--- config.mk ---
export PLATFORM = sky130hd
export DESIGN_NAME = six_bit_div_flat
export DESIGN_NICKNAME = d
export VERILOG_FILES = /design/src/rtl/six_bit_div_pkg.sv /design/src/rtl/six_bit_div_if.sv /design/src/rtl/six_bit_div_step.sv /design/src/rtl/six_bit_div.sv /design/src/flat_wrapper.sv
export SDC_FILE = /design/constraint.sdc
export NUM_CORES = 1
export LEC_CHECK = 0
export BUFFER_PORTS_ARGS = -buffer_cell sky130_fd_sc_hd__buf_2
export CAP_MARGIN = 5
export CORE_MARGIN = 5
export CORE_UTILIZATION = 40
export CTS_BUF_LIST = sky130_fd_sc_hd__clkbuf_8
export CTS_CLUSTER_DIAMETER = 50
export DETAILED_ROUTE_END_ITERATION = 7
export HOLD_SLACK_MARGIN = 0.03
export PLACE_DENSITY_LB_ADDON = 0.05
export SLEW_MARGIN = 20
export SYNTH_ARGS = -nofsm -noshare
export SYNTH_HDL_FRONTEND = slang
export SYNTH_SLANG_ARGS = --single-unit
--- constraint.sdc ---
create_clock -name clk -period 4.5 [get_ports clk]
set_input_delay 0 -clock clk [delete_from_list [all_inputs] [get_ports clk]]
set_output_delay 0 -clock clk [all_outputs]
set_load 0.1 [all_outputs]
--- src/rtl/six_bit_div_pkg.sv ---
// Shared widths and state encoding for the six_bit_div divider.
package six_bit_div_pkg;
    localparam int W  = 6;
    localparam int CW = 3;

    typedef enum logic {
        IDLE = 1'b0,
        RUN  = 1'b1
    } state_t;
endpackage

--- src/rtl/six_bit_div_if.sv ---
// start/busy/done bundle between the datapath and the divider.
interface six_bit_div_if;
    import six_bit_div_pkg::*;

    logic         start;
    logic [W-1:0] dividend;
    logic [W-1:0] divisor;
    logic [W-1:0] quotient;
    logic [W-1:0] remainder;
    logic         overflow;
    logic         busy;
    logic         done;

    modport master (
        output start, dividend, divisor,
        input  quotient, remainder, overflow, busy, done
    );

    modport slave (
        input  start, dividend, divisor,
        output quotient, remainder, overflow, busy, done
    );
endinterface

--- src/rtl/six_bit_div_step.sv ---
// One restoring division step: shift in a bit, trial-subtract, restore.
module six_bit_div_step
    import six_bit_div_pkg::*;
(
    input  logic [W-1:0] prem,
    input  logic         din,
    input  logic [W-1:0] dvs,
    output logic [W-1:0] nrem,
    output logic         qbit
);
    logic [W:0] sh;
    logic [W:0] trial;

    // 7-bit shifted remainder keeps the compare/subtract from wrapping
    assign sh    = {prem, din};
    assign trial = sh - {1'b0, dvs};
    assign qbit  = (sh >= {1'b0, dvs});
    assign nrem  = qbit ? trial[W-1:0] : sh[W-1:0];
endmodule

--- src/rtl/six_bit_div.sv ---
// Sequential 6-bit unsigned restoring divider, one quotient bit per cycle.
module six_bit_div
    import six_bit_div_pkg::*;
(
    input  logic         clk,
    input  logic         rst,
    six_bit_div_if.slave bus
);
    localparam logic [CW-1:0] LAST = CW'(W - 1);

    state_t        state;
    state_t        state_nx;
    logic [CW-1:0] cnt;
    logic [CW-1:0] bidx;
    logic [W-1:0]  dvd;
    logic [W-1:0]  dvs;
    logic [W-1:0]  prem;
    logic [W-1:0]  qacc;
    logic [W-1:0]  nrem;
    logic          qbit;
    logic          last;
    logic          divz;

    assign bidx = LAST - cnt;
    assign last = (state == RUN) && (cnt == LAST);
    assign divz = (dvs == '0);

    six_bit_div_step u_step (
        .prem (prem),
        .din  (dvd[bidx]),
        .dvs  (dvs),
        .nrem (nrem),
        .qbit (qbit)
    );

    always_ff @(posedge clk) begin
        if (rst) state <= IDLE;
        else     state <= state_nx;
    end

    always_comb begin
        state_nx = state;
        unique case (state)
            IDLE: if (bus.start) state_nx = RUN;
            RUN:  if (last)      state_nx = IDLE;
            default:             state_nx = IDLE;
        endcase
    end

    always_ff @(posedge clk) begin
        if (rst) begin
            cnt           <= '0;
            dvd           <= '0;
            dvs           <= '0;
            prem          <= '0;
            qacc          <= '0;
            bus.quotient  <= '0;
            bus.remainder <= '0;
            bus.overflow  <= 1'b0;
            bus.busy      <= 1'b0;
            bus.done      <= 1'b0;
        end else begin
            bus.done <= 1'b0;
            if (state == IDLE && bus.start) begin
                dvd      <= bus.dividend;
                dvs      <= bus.divisor;
                prem     <= '0;
                qacc     <= '0;
                cnt      <= '0;
                bus.busy <= 1'b1;
            end else if (state == RUN) begin
                prem <= nrem;
                qacc <= {qacc[W-2:0], qbit};
                cnt  <= cnt + 1'b1;
                if (last) begin
                    // divide-by-zero result forced, not left to the algorithm
                    bus.quotient  <= divz ? '1 : {qacc[W-2:0], qbit};
                    bus.remainder <= divz ? dvd : nrem;
                    bus.overflow  <= divz;
                    bus.done      <= 1'b1;
                    bus.busy      <= 1'b0;
                end
            end
        end
    end
endmodule

--- src/flat_wrapper.sv ---
// flat-port wrapper written by rule: the top's interface ports become plain ports
module six_bit_div_flat import six_bit_div_pkg::*;
  (clk, rst, bus_start, bus_dividend, bus_divisor, bus_quotient, bus_remainder, bus_overflow, bus_busy, bus_done);
  six_bit_div_if bus_i ();
  input  logic clk;
  input  logic rst;
  input wire logic [$bits(bus_i.start)-1:0] bus_start;
  input wire logic [$bits(bus_i.dividend)-1:0] bus_dividend;
  input wire logic [$bits(bus_i.divisor)-1:0] bus_divisor;
  output wire logic [$bits(bus_i.quotient)-1:0] bus_quotient;
  output wire logic [$bits(bus_i.remainder)-1:0] bus_remainder;
  output wire logic [$bits(bus_i.overflow)-1:0] bus_overflow;
  output wire logic [$bits(bus_i.busy)-1:0] bus_busy;
  output wire logic [$bits(bus_i.done)-1:0] bus_done;
  assign bus_i.start = bus_start;
  assign bus_i.dividend = bus_dividend;
  assign bus_i.divisor = bus_divisor;
  assign bus_quotient = bus_i.quotient;
  assign bus_remainder = bus_i.remainder;
  assign bus_overflow = bus_i.overflow;
  assign bus_busy = bus_i.busy;
  assign bus_done = bus_i.done;
  six_bit_div u_core (.clk(clk), .rst(rst), .bus(bus_i));
endmodule
==> results of run 1 <==
## cell usage in the layout (no fill, tap or decap), drive strengths merged, types with 2 or more instances in the layout
cell          n
nand2b        4
ha            9
nor2b         3
a311oi        2
mux2i        13
xnor2         3
o21a          2
inv          11
o21ai         5
a21oi        19
nand2        33
buf          30
nor2         31
and3          2
nor3         12
a21o          4
a211oi        7
dlygate4sd3  13
nand3         4
clkbuf        5
dfxtp        42
## report_power, final
part	leakage, nW	total, mW	internal (mW)	switching [mW]
clock network	0.0607	0.285	0.162	0.123
logic	0.590	0.155	0.0677	0.0877
registers	0.342	0.400	0.384	0.0166
total	0.992	0.841	0.613	0.228
## metrics by stage
stage / hold slack, ns / instances / instance area, sq um
final: 0.1800 / 338 / 2399
after global routing: 0.2097 / 338 / 2399
after CTS: 0.1858 / 338 / 2399
after detailed placement: 0.2356 / 317 / 2162
after global placement: 0.2302 / 317 / 2162
after floorplan: 0.1102 / 233 / 1984
## critical path: cells and delay by family, from the launching register on
family	cells	cell delay, ns
AO/OA/AOI/OAI	3	0.86
adder cells (fa/ha/maj)	2	0.58
buffers and inverters	1	0.08
flip-flops	1	0.36
multiplexers	2	0.91
AND/OR/NAND/NOR	4	0.38
## layer usage
layer	wire, microns	up-vias
met4	36	0
met3	179	4
met2	2054	25
met1	2394	771
met5	0	-
li1	-	877
## Yosys cell counts (all sizes together), types with 2 or more instances
| library cell | n | share of area, % |
|---|---|---|
| nor3 | 12 | 3.0 |
| ha | 9 | 5.7 |
| and3 | 2 | 0.63 |
| nor2b | 3 | 0.95 |
| mux2i | 13 | 6.6 |
| nand2b | 4 | 1.3 |
| clkbuf | 8 | 1.5 |
| inv | 9 | 1.7 |
| nand3 | 4 | 1.0 |
| nand2 | 33 | 6.2 |
| a311oi | 2 | 0.88 |
| buf | 5 | 1.5 |
| nor2 | 31 | 5.9 |
| xnor2 | 3 | 1.3 |
| a21o | 4 | 1.5 |
| o21ai | 5 | 1.3 |
| a21oi | 19 | 5.0 |
| o21a | 2 | 0.76 |
| dfxtp | 42 | 42 |
| a211oi | 7 | 2.6 |
## what timing repair did
action,CTS,global route
hold endpoints to repair,13,0
hold buffers,13,0
buffers inserted,0,0
## sequential cells by signal, indices dropped and copies added (netlist names), 3 cells and up
signal                flops
u_core.dvs                6
u_core.prem               6
u_core.dvd                6
u_core.bus.quotient       6
u_core.qacc               5
u_core.bus.remainder      6
u_core.cnt                3
## area by class of cell
cell class,instances,share of cell area (%)
clock buffer,5,2.869
clock inverter,3,1.565
inverter,9,1.408
multi-input combinational,169,43.82
sequential,42,35.05
tap,67,3.495
timing repair buffer,43,11.79
## path summary, 6_finish.rpt
path	from	end	slack [ns]	cells past startpoint
setup / recovery	u_core.cnt[1]$_SDFFE_PP0P_	u_core.bus.remainder[3]$_SDFFE_PP0P_	1.19	12
hold reg to reg	u_core.bus.overflow$_SDFFE_PP0P_	u_core.bus.overflow$_SDFFE_PP0P_	0.46	2
setup reg to reg	u_core.cnt[1]$_SDFFE_PP0P_	u_core.bus.remainder[3]$_SDFFE_PP0P_	1.19	12
hold / removal	rst	u_core.bus.remainder[2]$_SDFFE_PP0P_	0.18	2
## logic make-up after synthesis
family,share of synthesized area (%)
AOI/OAI and AO/OA,15.45
DFF,42.37
and+or+nand+nor,20.81
adders and majority gates,6.684
muxes,8.259
buffers and inverters,4.666
xor gates and xnor gates,1.766
==> metrics.txt, run 1 <==
status=finished, final reports clean; highest-delay cell along the critical path=sky130_fd_sc_hd__a41oi_2; final worst path period share=73.45%; number of failing setup endpoints in the final timing report=0; flip-flop and latch area=840.8 sq um; type of the setup path with the least slack=reg2reg; total I/O pin count=30; data required time of the critical path=4.65 ns; number of buffers on the longest clock path=2; synthesized instance count=233; Max FO, Critical Path=11; CTS buffer count=5; Root Driver=sky130_fd_sc_hd__clkbuf_8; die area=0.006470 sq mm; EDFF count, synth=0; worst endpoint data arrival time=3.46 ns; GRT busiest layer=met2; clock latency on the worst-skew pair=0.29 ns; clock transition time at the flip-flop clock pins of the worst setup and hold paths=0.08 ns; total length of routed wires=4663 microns; Via-to-Cell Ratio=4.962; maximum clock skew at final layout=0.003717 ns; worst path cell trace=inv_1 > ha_1 > mux4_2 > nand2_1 > o31a_1 > ha_1 > nor2b_1 > o21ai_0 > a41oi_2 > mux2_2 > nor3_1 > nor4_1; total power per unit cell area=350.5 mW/mm^2; register area share after synthesis=42.37%; first-pass GRT wire length=8031 microns; sum of negative setup slack=0 ns; total of flip-flops plus latches after synthesis=42; fmax=302.5 MHz; count of buffers inserted at the top-level ports=29; post-detailed-placement half-perimeter wirelength=3262 microns; vias in the first global route=1626; leakage component of the power=0.9921 nW; filler cell count=487; number of warnings reported in the yosys synthesis log=0; pin count of the biggest net entering global routing=28; pre-CTS setup slack=1.182 ns; Period minus WS final=3.305 ns; most used flip-flop cell after synthesis=sky130_fd_sc_hd__dfxtp_1; antenna violation net count after detailed routing=0; category of the worst setup path capture point=flop; CTS sink count=42; layout net count=295; classification of the worst-slack hold path=in2reg; share of final-layout standard cells stronger than drive strength 1=15.13%; unrepaired setup endpoints after global routing=false; Hold Violations, Final=0; max cap viols=0; Synth Net Count=258; unique cell type count in the Yosys netlist=39; global-route usage over all layers=15.99%; Crit path largest cell delay=0.55 ns; total count of max-transition violations in the final report=0; Starting DRT DRC Count=68; Worst Setup Start Kind=flop; DR pass1 iterations=4; overflow left after global routing=0; Antenna Cells=0; post-route DRC violation count=0; met3 layer usage reported by global route=3.587%; mean cell area of the mapped netlist=8.517 sq um; Via Count=1677; asr flop ratio synth=0%; Routed WL per cell=13.80 microns; final setup margin=1.195 ns; Initial Util=41.74%; CTS-repair resized insts=0; floorplan row count=25; critical path's most frequent cell=sky130_fd_sc_hd__ha_1; number of antenna violations at the first check in global routing=0; pin slew with the least headroom to its limit=0.9877 ns; met1 layer usage reported by global route=22.14%; Slew headroom=34.06%; H-tree depth=2; met2 track demand over resource=25.08%; weighted congestion at the end of routability-driven global placement=0.8521; die outline height=80.44 microns; area of the core=0.004755 sq mm; total power draw=0.8406 mW; post-synthesis instance area=0.001984 sq mm; area occupied by multi-input gates=0.001051 sq mm; IR drop worst, VDD=225.0 uV; Die Width=80.44 microns; final cell utilization of the core=50.45%; synthesis-to-layout area growth=20.87%; TritonCTS clock tree=done
(Power assumes the default switching activity.)
==> run 2: changes to the inputs <==
==> constraint.sdc (replaced) <==
create_clock -name clk -period 2.85 [get_ports clk]
set_input_delay 0 -clock clk [delete_from_list [all_inputs] [get_ports clk]]
set_output_delay 0 -clock clk [all_outputs]
set_load 0.1 [all_outputs]
==> run 2 against run 1 <==
Against the previous run:
- the run now ends with setup timing left
- count of clock-buffer cells in the layout did not move
- wire length rose by 8.4%
- utilization rose by 6.6 points
- sequential cell count did not move
- worst hold slack got worse by 0.016 ns
- clock skew rose by 0.0053 ns
- critical path depth rose by 1
- fmax rose by 14%
- clock power rose by 76%
- cell count rose by 6.8%
- sequential power rose by 57%
- first-iteration DRC count rose by 2.9%
- critical path type unchanged
==> metrics.txt, run 2 (synthesis results as in run 1) <==
total length of routed wires=5055 microns (was 4663 microns); standard cell area after detailed placement=0.002275 sq mm (was 0.002162 sq mm); die area=0.006470 sq mm (unchanged); synthesis-to-layout area growth=36.70% (was 20.87%); most common library cell in the layout ignoring fill and taps=sky130_fd_sc_hd__dfxtp_1 (unchanged); max cap viols=0 (unchanged); Starting DRT DRC Count=70 (was 68); classification of the worst-slack hold path=in2reg (unchanged); dpl cells=332 (was 317); number of failing setup endpoints in the final timing report=3 (was 0); TritonCTS clock tree=done (unchanged); number of antenna violations at the first check in global routing=0 (unchanged); share of final-layout standard cells stronger than drive strength 1=27.55% (was 15.13%); final worst path period share=101.9% (was 73.45%); filler cell count=484 (was 487); leakage component of the power=1.117 nW (was 0.9921 nW); antenna violation net count after detailed routing=0 (unchanged); IR drop worst, VDD=348.6 uV (was 225.0 uV); highest-delay cell along the critical path=sky130_fd_sc_hd__mux4_2 (was sky130_fd_sc_hd__a41oi_2); Max FO, Critical Path=3 (was 11); met1 layer usage reported by global route=23.38% (was 22.14%); area of all placed cells without fillers=0.002713 sq mm (was 0.002399 sq mm); status=complete, but fails checks (was finished, final reports clean); floorplan row count=25 (unchanged); Hold Violations, Final=0 (unchanged); area of the core=0.004755 sq mm (unchanged); violations in the final reports=setup timing; met2 track demand over resource=27.15% (was 25.08%); H-tree depth=2 (unchanged); category of the worst setup path capture point=flop (unchanged); type of the setup path with the least slack=reg2reg (unchanged); CTS buffer count=5 (unchanged); global-route usage over all layers=17.06% (was 15.99%); final setup margin=-0.05386 ns (was 1.195 ns); fmax=344.4 MHz (was 302.5 MHz); overflow left after global routing=0 (unchanged); die outline height=80.44 microns (unchanged); sum of negative setup slack=-0.07199 ns (was 0 ns); DR pass1 iterations=4 (unchanged); Via-to-Cell Ratio=4.837 (was 4.962); Slew headroom=43.54% (was 34.06%); post-route DRC violation count=0 (unchanged); maximum clock skew at final layout=0.009012 ns (was 0.003717 ns); post-detailed-placement half-perimeter wirelength=3415 microns (was 3262 microns); met3 layer usage reported by global route=3.812% (was 3.587%); pin count of the biggest net entering global routing=28 (unchanged); Routed WL per cell=14.00 microns (was 13.80 microns); Initial Util=41.74% (unchanged); critical path's top delay family=multiplexers (unchanged); CTS sink count=42 (unchanged); Die Width=80.44 microns (unchanged); unrepaired setup endpoints after global routing=true (was false); first-pass GRT wire length=8459 microns (was 8031 microns); Period minus WS final=2.904 ns (was 3.305 ns); number of buffers on the longest clock path=2 (unchanged); worst path cell trace=inv_2 > ha_4 > mux4_2 > nand2_1 > o31a_1 > ha_4 > nor2b_1 > o21ai_1 > a41oi_2 > buf_4 > mux2_4 > nor3_2 > nor4_1 (was inv_1 > ha_1 > mux4_2 > nand2_1 > o31a_1 > ha_1 > nor2b_1 > o21ai_0 > a41oi_2 > mux2_2 > nor3_1 > nor4_1); GRT busiest layer=met2 (unchanged); Worst Setup Start Kind=flop (unchanged); count of non-filler cells in the finished layout=361 (was 338); Root Driver=sky130_fd_sc_hd__clkbuf_8 (unchanged); pin slew with the least headroom to its limit=0.8452 ns (was 0.9877 ns); highest-count cells in the layout ignoring fill and taps=sky130_fd_sc_hd__dfxtp_1, sky130_fd_sc_hd__nand2_1, sky130_fd_sc_hd__nor2_1 (unchanged); clock transition time at the flip-flop clock pins of the worst setup and hold paths=0.09 ns (was 0.08 ns); layout net count=318 (was 295); critical path's most frequent cell=sky130_fd_sc_hd__ha_4 (was sky130_fd_sc_hd__ha_1); Via Count=1746 (was 1677); total power draw=1.523 mW (was 0.8406 mW); clock latency on the worst-skew pair=0.30 ns (was 0.29 ns); Antenna Cells=0 (unchanged); number of buffer and inverter stages on the critical path=2 (was 1); worst endpoint data arrival time=3.07 ns (was 3.46 ns); count of buffers inserted at the top-level ports=29 (unchanged); weighted congestion at the end of routability-driven global placement=0.8351 (was 0.8521); total count of max-transition violations in the final report=0 (unchanged); total I/O pin count=30 (unchanged); data required time of the critical path=3.02 ns (was 4.65 ns); Crit path largest cell delay=0.48 ns (was 0.55 ns); vias in the first global route=1745 (was 1626); total power per unit cell area=561.4 mW/mm^2 (was 350.5 mW/mm^2)
## run 2: worst paths after layout
path                                            startpoint                              endpoint  slack [ns]  cells past startpoint
worst min register to register  u_core.dvs[4]$_SDFFE_PP0P_            u_core.dvs[4]$_SDFFE_PP0P_        0.48                      2
worst min-delay path                                   rst  u_core.bus.remainder[2]$_SDFFE_PP0P_        0.16                      2
worst max-delay path            u_core.cnt[1]$_SDFFE_PP0P_  u_core.bus.remainder[3]$_SDFFE_PP0P_       -0.05                     13
worst max register to register  u_core.cnt[1]$_SDFFE_PP0P_  u_core.bus.remainder[3]$_SDFFE_PP0P_       -0.05                     13
## run 2: worst register-to-register path: cells and delay by family (launching register included)
kind | cells | cell delay [ns]
AND/OR/NAND/NOR | 4 | 0.43
AO/OA/AOI/OAI | 3 | 0.53
buffers and inverters | 2 | 0.21
multiplexers | 2 | 0.79
adder cells (fa/ha/maj) | 2 | 0.48
flip-flops | 1 | 0.34
## run 2: through the flow
| step | setup slack [ns] | hold WS [ns] | util, % |
|---|---|---|---|
| after CTS | -0.05924 | 0.1717 | 55.05 |
| final | -0.05386 | 0.1641 | 57.05 |
| after detailed placement | -0.1509 | 0.2268 | 47.84 |
| after global routing | -0.2222 | 0.1998 | 57.05 |
| after global placement | -0.1543 | 0.2350 | 47.84 |
| after floorplan | 0.06498 | 0.1102 | - |
## run 2: timing repair
action,CTS,global route
setup endpoints to repair,10,13
buffers inserted,3,6
hold endpoints to repair,13,0
gates cloned,0,0
pin swaps,7,7
resized for setup,15,10
hold buffers,13,0
## run 2: area by class of cell
class | instances | area [sq um] | area share, %
Clock buffer | 5 | 68.82 | 2.537
Clock inverter | 3 | 48.80 | 1.799
Inverter | 9 | 33.78 | 1.245
Multi-Input combinational cell | 169 | 1164 | 42.90
Sequential cell | 42 | 842.1 | 31.04
Tap cell | 67 | 83.83 | 3.090
Timing Repair Buffer | 66 | 471.7 | 17.39
## run 2: metal layers
layer / up-vias / routed length [microns]
met5: - / 0
met3: 5 / 145
met2: 21 / 2335
met1: 796 / 2525
li1: 924 / -
met4: 0 / 49
## run 2: report_power, final
group          internal (mW)  leakage (nW)  switching, mW
Combinational          0.208         0.719          0.189
Sequential             0.606         0.342         0.0195
Clock                  0.267        0.0563          0.234
==> run 3: changes to the inputs <==
--- a/config.mk
+++ b/config.mk
@@ -7,7 +7,7 @@
 export LEC_CHECK = 0
 export BUFFER_PORTS_ARGS = -buffer_cell sky130_fd_sc_hd__buf_2
 export CAP_MARGIN = 5
-export CORE_MARGIN = 5
+export CORE_MARGIN = 8
 export CORE_UTILIZATION = 40
 export CTS_BUF_LIST = sky130_fd_sc_hd__clkbuf_8
 export CTS_CLUSTER_DIAMETER = 50
==> run 3 against run 2 <==
Against the previous run:
- the flow still finishes with violations (setup timing)
- via count increased by 1.0%
- sequential share of layout area is 1.0 points higher
- highest routed layer unchanged
- wire length up 2.9%
- non-clock buffer count fell by 3
- global-route usage fell by 2.3 points
- sequential cell count stayed put
- cell count down 0.83%
- first-iteration DRC count fell by 11%
- count of clock-buffer cells in the layout stayed put
- die area rose by 15%
- combinational power decreased by 9.3%
- utilization shrank 1.8 points
==> metrics.txt, run 3 (synthesis results as in run 1) <==
weighted congestion at the end of routability-driven global placement=0.7766 (was 0.8351); worst endpoint data arrival time=3.06 ns (was 3.07 ns); overflow left after global routing=0 (unchanged); end point of the worst hold path=u_core.bus.remainder[2]$_SDFFE_PP0P_ (unchanged); layout net count=315 (was 318); first-pass GRT wire length=8818 microns (was 8459 microns); Hold Violations, Final=0 (unchanged); Via-to-Cell Ratio=4.927 (was 4.837); highest-count cells in the layout ignoring fill and taps=sky130_fd_sc_hd__dfxtp_1, sky130_fd_sc_hd__nand2_1, sky130_fd_sc_hd__nor2_1 (unchanged); fmax=345.7 MHz (was 344.4 MHz); status=complete, but fails checks (unchanged); data required time of the critical path=3.01 ns (was 3.02 ns); global-route usage over all layers=14.73% (was 17.06%); Period minus WS final=2.893 ns (was 2.904 ns); classification of the worst-slack hold path=in2reg (unchanged); Starting DRT DRC Count=62 (was 70); H-tree depth=2 (unchanged); flip-flop and latch area=842.1 sq um (unchanged); maximum clock skew at final layout=0.01064 ns (was 0.009012 ns); die area=0.007471 sq mm (was 0.006470 sq mm); worst reg2reg path endpoint=u_core.bus.remainder[3]$_SDFFE_PP0P_ (unchanged); Routed WL per cell=14.53 microns (was 14.00 microns); total length of routed wires=5202 microns (was 5055 microns); final setup margin=-0.04254 ns (was -0.05386 ns); filler cell count=473 (was 484); beginning of the worst hold path=rst (unchanged); floorplan row count=25 (unchanged); count of non-filler cells in the finished layout=358 (was 361); CTS sink count=42 (unchanged); total count of max-transition violations in the final report=0 (unchanged); type of the setup path with the least slack=reg2reg (unchanged); Switching Share=30.23% (was 29.02%); Root Driver=sky130_fd_sc_hd__clkbuf_8 (unchanged); clock transition time at the flip-flop clock pins of the worst setup and hold paths=0.09 ns (about the same); CTS buffer count=5 (unchanged); dpl cells=332 (unchanged); number of cells on the worst hold path=2 (unchanged); post-detailed-placement half-perimeter wirelength=3497 microns (was 3415 microns); pin count of the biggest net entering global routing=28 (unchanged); final worst path period share=101.5% (was 101.9%); Worst Setup Start Kind=flop (unchanged); area occupied by multi-input gates=0.001144 sq mm (was 0.001164 sq mm); total power draw=1.372 mW (was 1.523 mW); die outline height=86.44 microns (was 80.44 microns); sum of negative setup slack=-0.1064 ns (was -0.07199 ns); highest-delay cell along the critical path=sky130_fd_sc_hd__mux4_2 (unchanged); leakage component of the power=1.085 nW (was 1.117 nW); clock latency on the worst-skew pair=0.29 ns (was 0.30 ns); Die Width=86.44 microns (was 80.44 microns); critical path's top delay family=multiplexers (unchanged); worst path cell trace=inv_2 > ha_4 > mux4_2 > nand2_1 > o31a_1 > buf_4 > ha_4 > nor2b_1 > o21ai_1 > a41oi_2 > buf_4 > mux2_4 > nor3_2 > nor4_1 (was inv_2 > ha_4 > mux4_2 > nand2_1 > o31a_1 > ha_4 > nor2b_1 > o21ai_1 > a41oi_2 > buf_4 > mux2_4 > nor3_2 > nor4_1); violations in the final reports=setup timing (unchanged); Initial Util=41.74% (unchanged); number of buffer and inverter stages on the critical path=3 (was 2); post-route DRC violation count=0 (unchanged); pin slew with the least headroom to its limit=0.9001 ns (was 0.8452 ns); Slew headroom=39.87% (was 43.54%); most common library cell in the layout ignoring fill and taps=sky130_fd_sc_hd__dfxtp_1 (unchanged); Antenna Cells=0 (unchanged); number of antenna violations at the first check in global routing=0 (unchanged); TritonCTS clock tree=done (unchanged); net switching component of the power=0.4148 mW (was 0.4419 mW); fraction of power consumed by sequential logic=45.6% (was 41.1%); Max FO, Critical Path=3 (unchanged); share of final-layout standard cells stronger than drive strength 1=26.12% (was 27.55%); reg2reg path depth=14 (was 13); max cap viols=0 (unchanged); IR drop worst, VDD=290.9 uV (was 348.6 uV); total I/O pin count=30 (unchanged); Gate power share=26.2% (was 26.0%); DR pass1 iterations=4 (unchanged); total power per unit cell area=522.2 mW/mm^2 (was 561.4 mW/mm^2); count of buffers inserted at the top-level ports=29 (unchanged); number of buffers on the longest clock path=2 (unchanged); Via Count=1764 (was 1746); unrepaired setup endpoints after global routing=true (unchanged); number of cells on the critical path=14 (was 13); number of failing setup endpoints in the final timing report=3 (unchanged); Crit path largest cell delay=0.48 ns (about the same); share of power burned in the clock network=28.2% (was 32.9%); area of the core=0.004755 sq mm (unchanged); source of the worst register-to-register timing path=u_core.cnt[1]$_SDFFE_PP0P_ (unchanged); antenna violation net count after detailed routing=0 (unchanged); synthesis-to-layout area growth=32.41% (was 36.70%); vias in the first global route=1809 (was 1745); worst reg-to-reg setup slack=-0.04 ns (was -0.05 ns); category of the worst setup path capture point=flop (unchanged); cell-internal power=0.9573 mW (was 1.081 mW); pre-CTS setup slack=-0.1706 ns (was -0.1509 ns)
-- run 3: repair_timing --
action / 4_1_cts / 5_1_grt
endpoints found under the hold margin: 13 / 0
setup buffers: 4 / 2
hold buffers: 13 / 0
gates resized for setup: 12 / 9
endpoints found under the setup margin: 12 / 12
pin swaps: 7 / 4
-- run 3: metrics by stage --
stage,hold WS [ns],instance area (sq um),utilization (%)
2_1_floorplan,0.1102,1984,-
3_3_place_gp,0.2270,2275,47.84
3_5_place_dp,0.2333,2275,47.84
4_1_cts,0.1752,2572,54.11
5_1_grt,0.2079,2628,55.26
6_report,0.1739,2628,55.26
-- run 3: worst register-to-register path: stages, from the launching register on --
cell                      delay [ns]
sky130_fd_sc_hd__dfxtp_2        0.34
sky130_fd_sc_hd__inv_2          0.05
sky130_fd_sc_hd__ha_4           0.26
sky130_fd_sc_hd__mux4_2         0.48
sky130_fd_sc_hd__nand2_1        0.07
sky130_fd_sc_hd__o31a_1         0.15
sky130_fd_sc_hd__buf_4          0.13
sky130_fd_sc_hd__ha_4           0.19
sky130_fd_sc_hd__nor2b_1        0.11
sky130_fd_sc_hd__o21ai_1        0.08
sky130_fd_sc_hd__a41oi_2        0.24
sky130_fd_sc_hd__buf_4          0.18
sky130_fd_sc_hd__mux2_4         0.31
sky130_fd_sc_hd__nor3_2         0.11
sky130_fd_sc_hd__nor4_1         0.07
-- run 3: metal layers --
| metal | vias up | global-route usage [%] | routed length (microns) |
|---|---|---|---|
| met5 | - | 0 | 0 |
| met2 | 32 | 24.44 | 2419 |
| met3 | 4 | 3.686 | 175 |
| li1 | 913 | - | - |
| met1 | 815 | 18.23 | 2560 |
| met4 | 0 | 4.382 | 46 |
-- run 3: worst max path at each step --
stage                                     from                              endpoint  slack (ns)
floorplan           u_core.cnt[1]$_SDFFE_PP0P_  u_core.bus.remainder[0]$_SDFFE_PP0P_        0.06
global placement    u_core.cnt[1]$_SDFFE_PP0P_  u_core.bus.remainder[5]$_SDFFE_PP0P_       -0.17
detailed placement  u_core.cnt[1]$_SDFFE_PP0P_  u_core.bus.remainder[1]$_SDFFE_PP0P_       -0.17
CTS                 u_core.cnt[1]$_SDFFE_PP0P_  u_core.bus.remainder[0]$_SDFFE_PP0P_       -0.08
global route        u_core.cnt[1]$_SDFFE_PP0P_           u_core.prem[3]$_SDFFE_PP0P_       -0.14
finish              u_core.cnt[1]$_SDFFE_PP0P_  u_core.bus.remainder[3]$_SDFFE_PP0P_       -0.04
-- run 3: power by group through the flow --
| stage | sequential, mW | clock, mW | combinational, mW |
|---|---|---|---|
| floorplan | 0.640 | 0 | 0.191 |
| global placement | 0.638 | 0 | 0.284 |
| detailed placement | 0.638 | 0 | 0.283 |
| CTS | 0.625 | 0.396 | 0.332 |
| global route | 0.629 | 0.423 | 0.389 |
| finish | 0.625 | 0.388 | 0.359 |
-- run 3: final cells by class --
cell class / instances / area share [%]
clock buffers: 5 / 2.619
clock inverters: 3 / 0.7143
inverters: 9 / 1.286
multi-input cells: 169 / 43.52
flip-flops and latches: 42 / 32.05
well taps: 67 / 3.190
repair buffers: 63 / 16.62
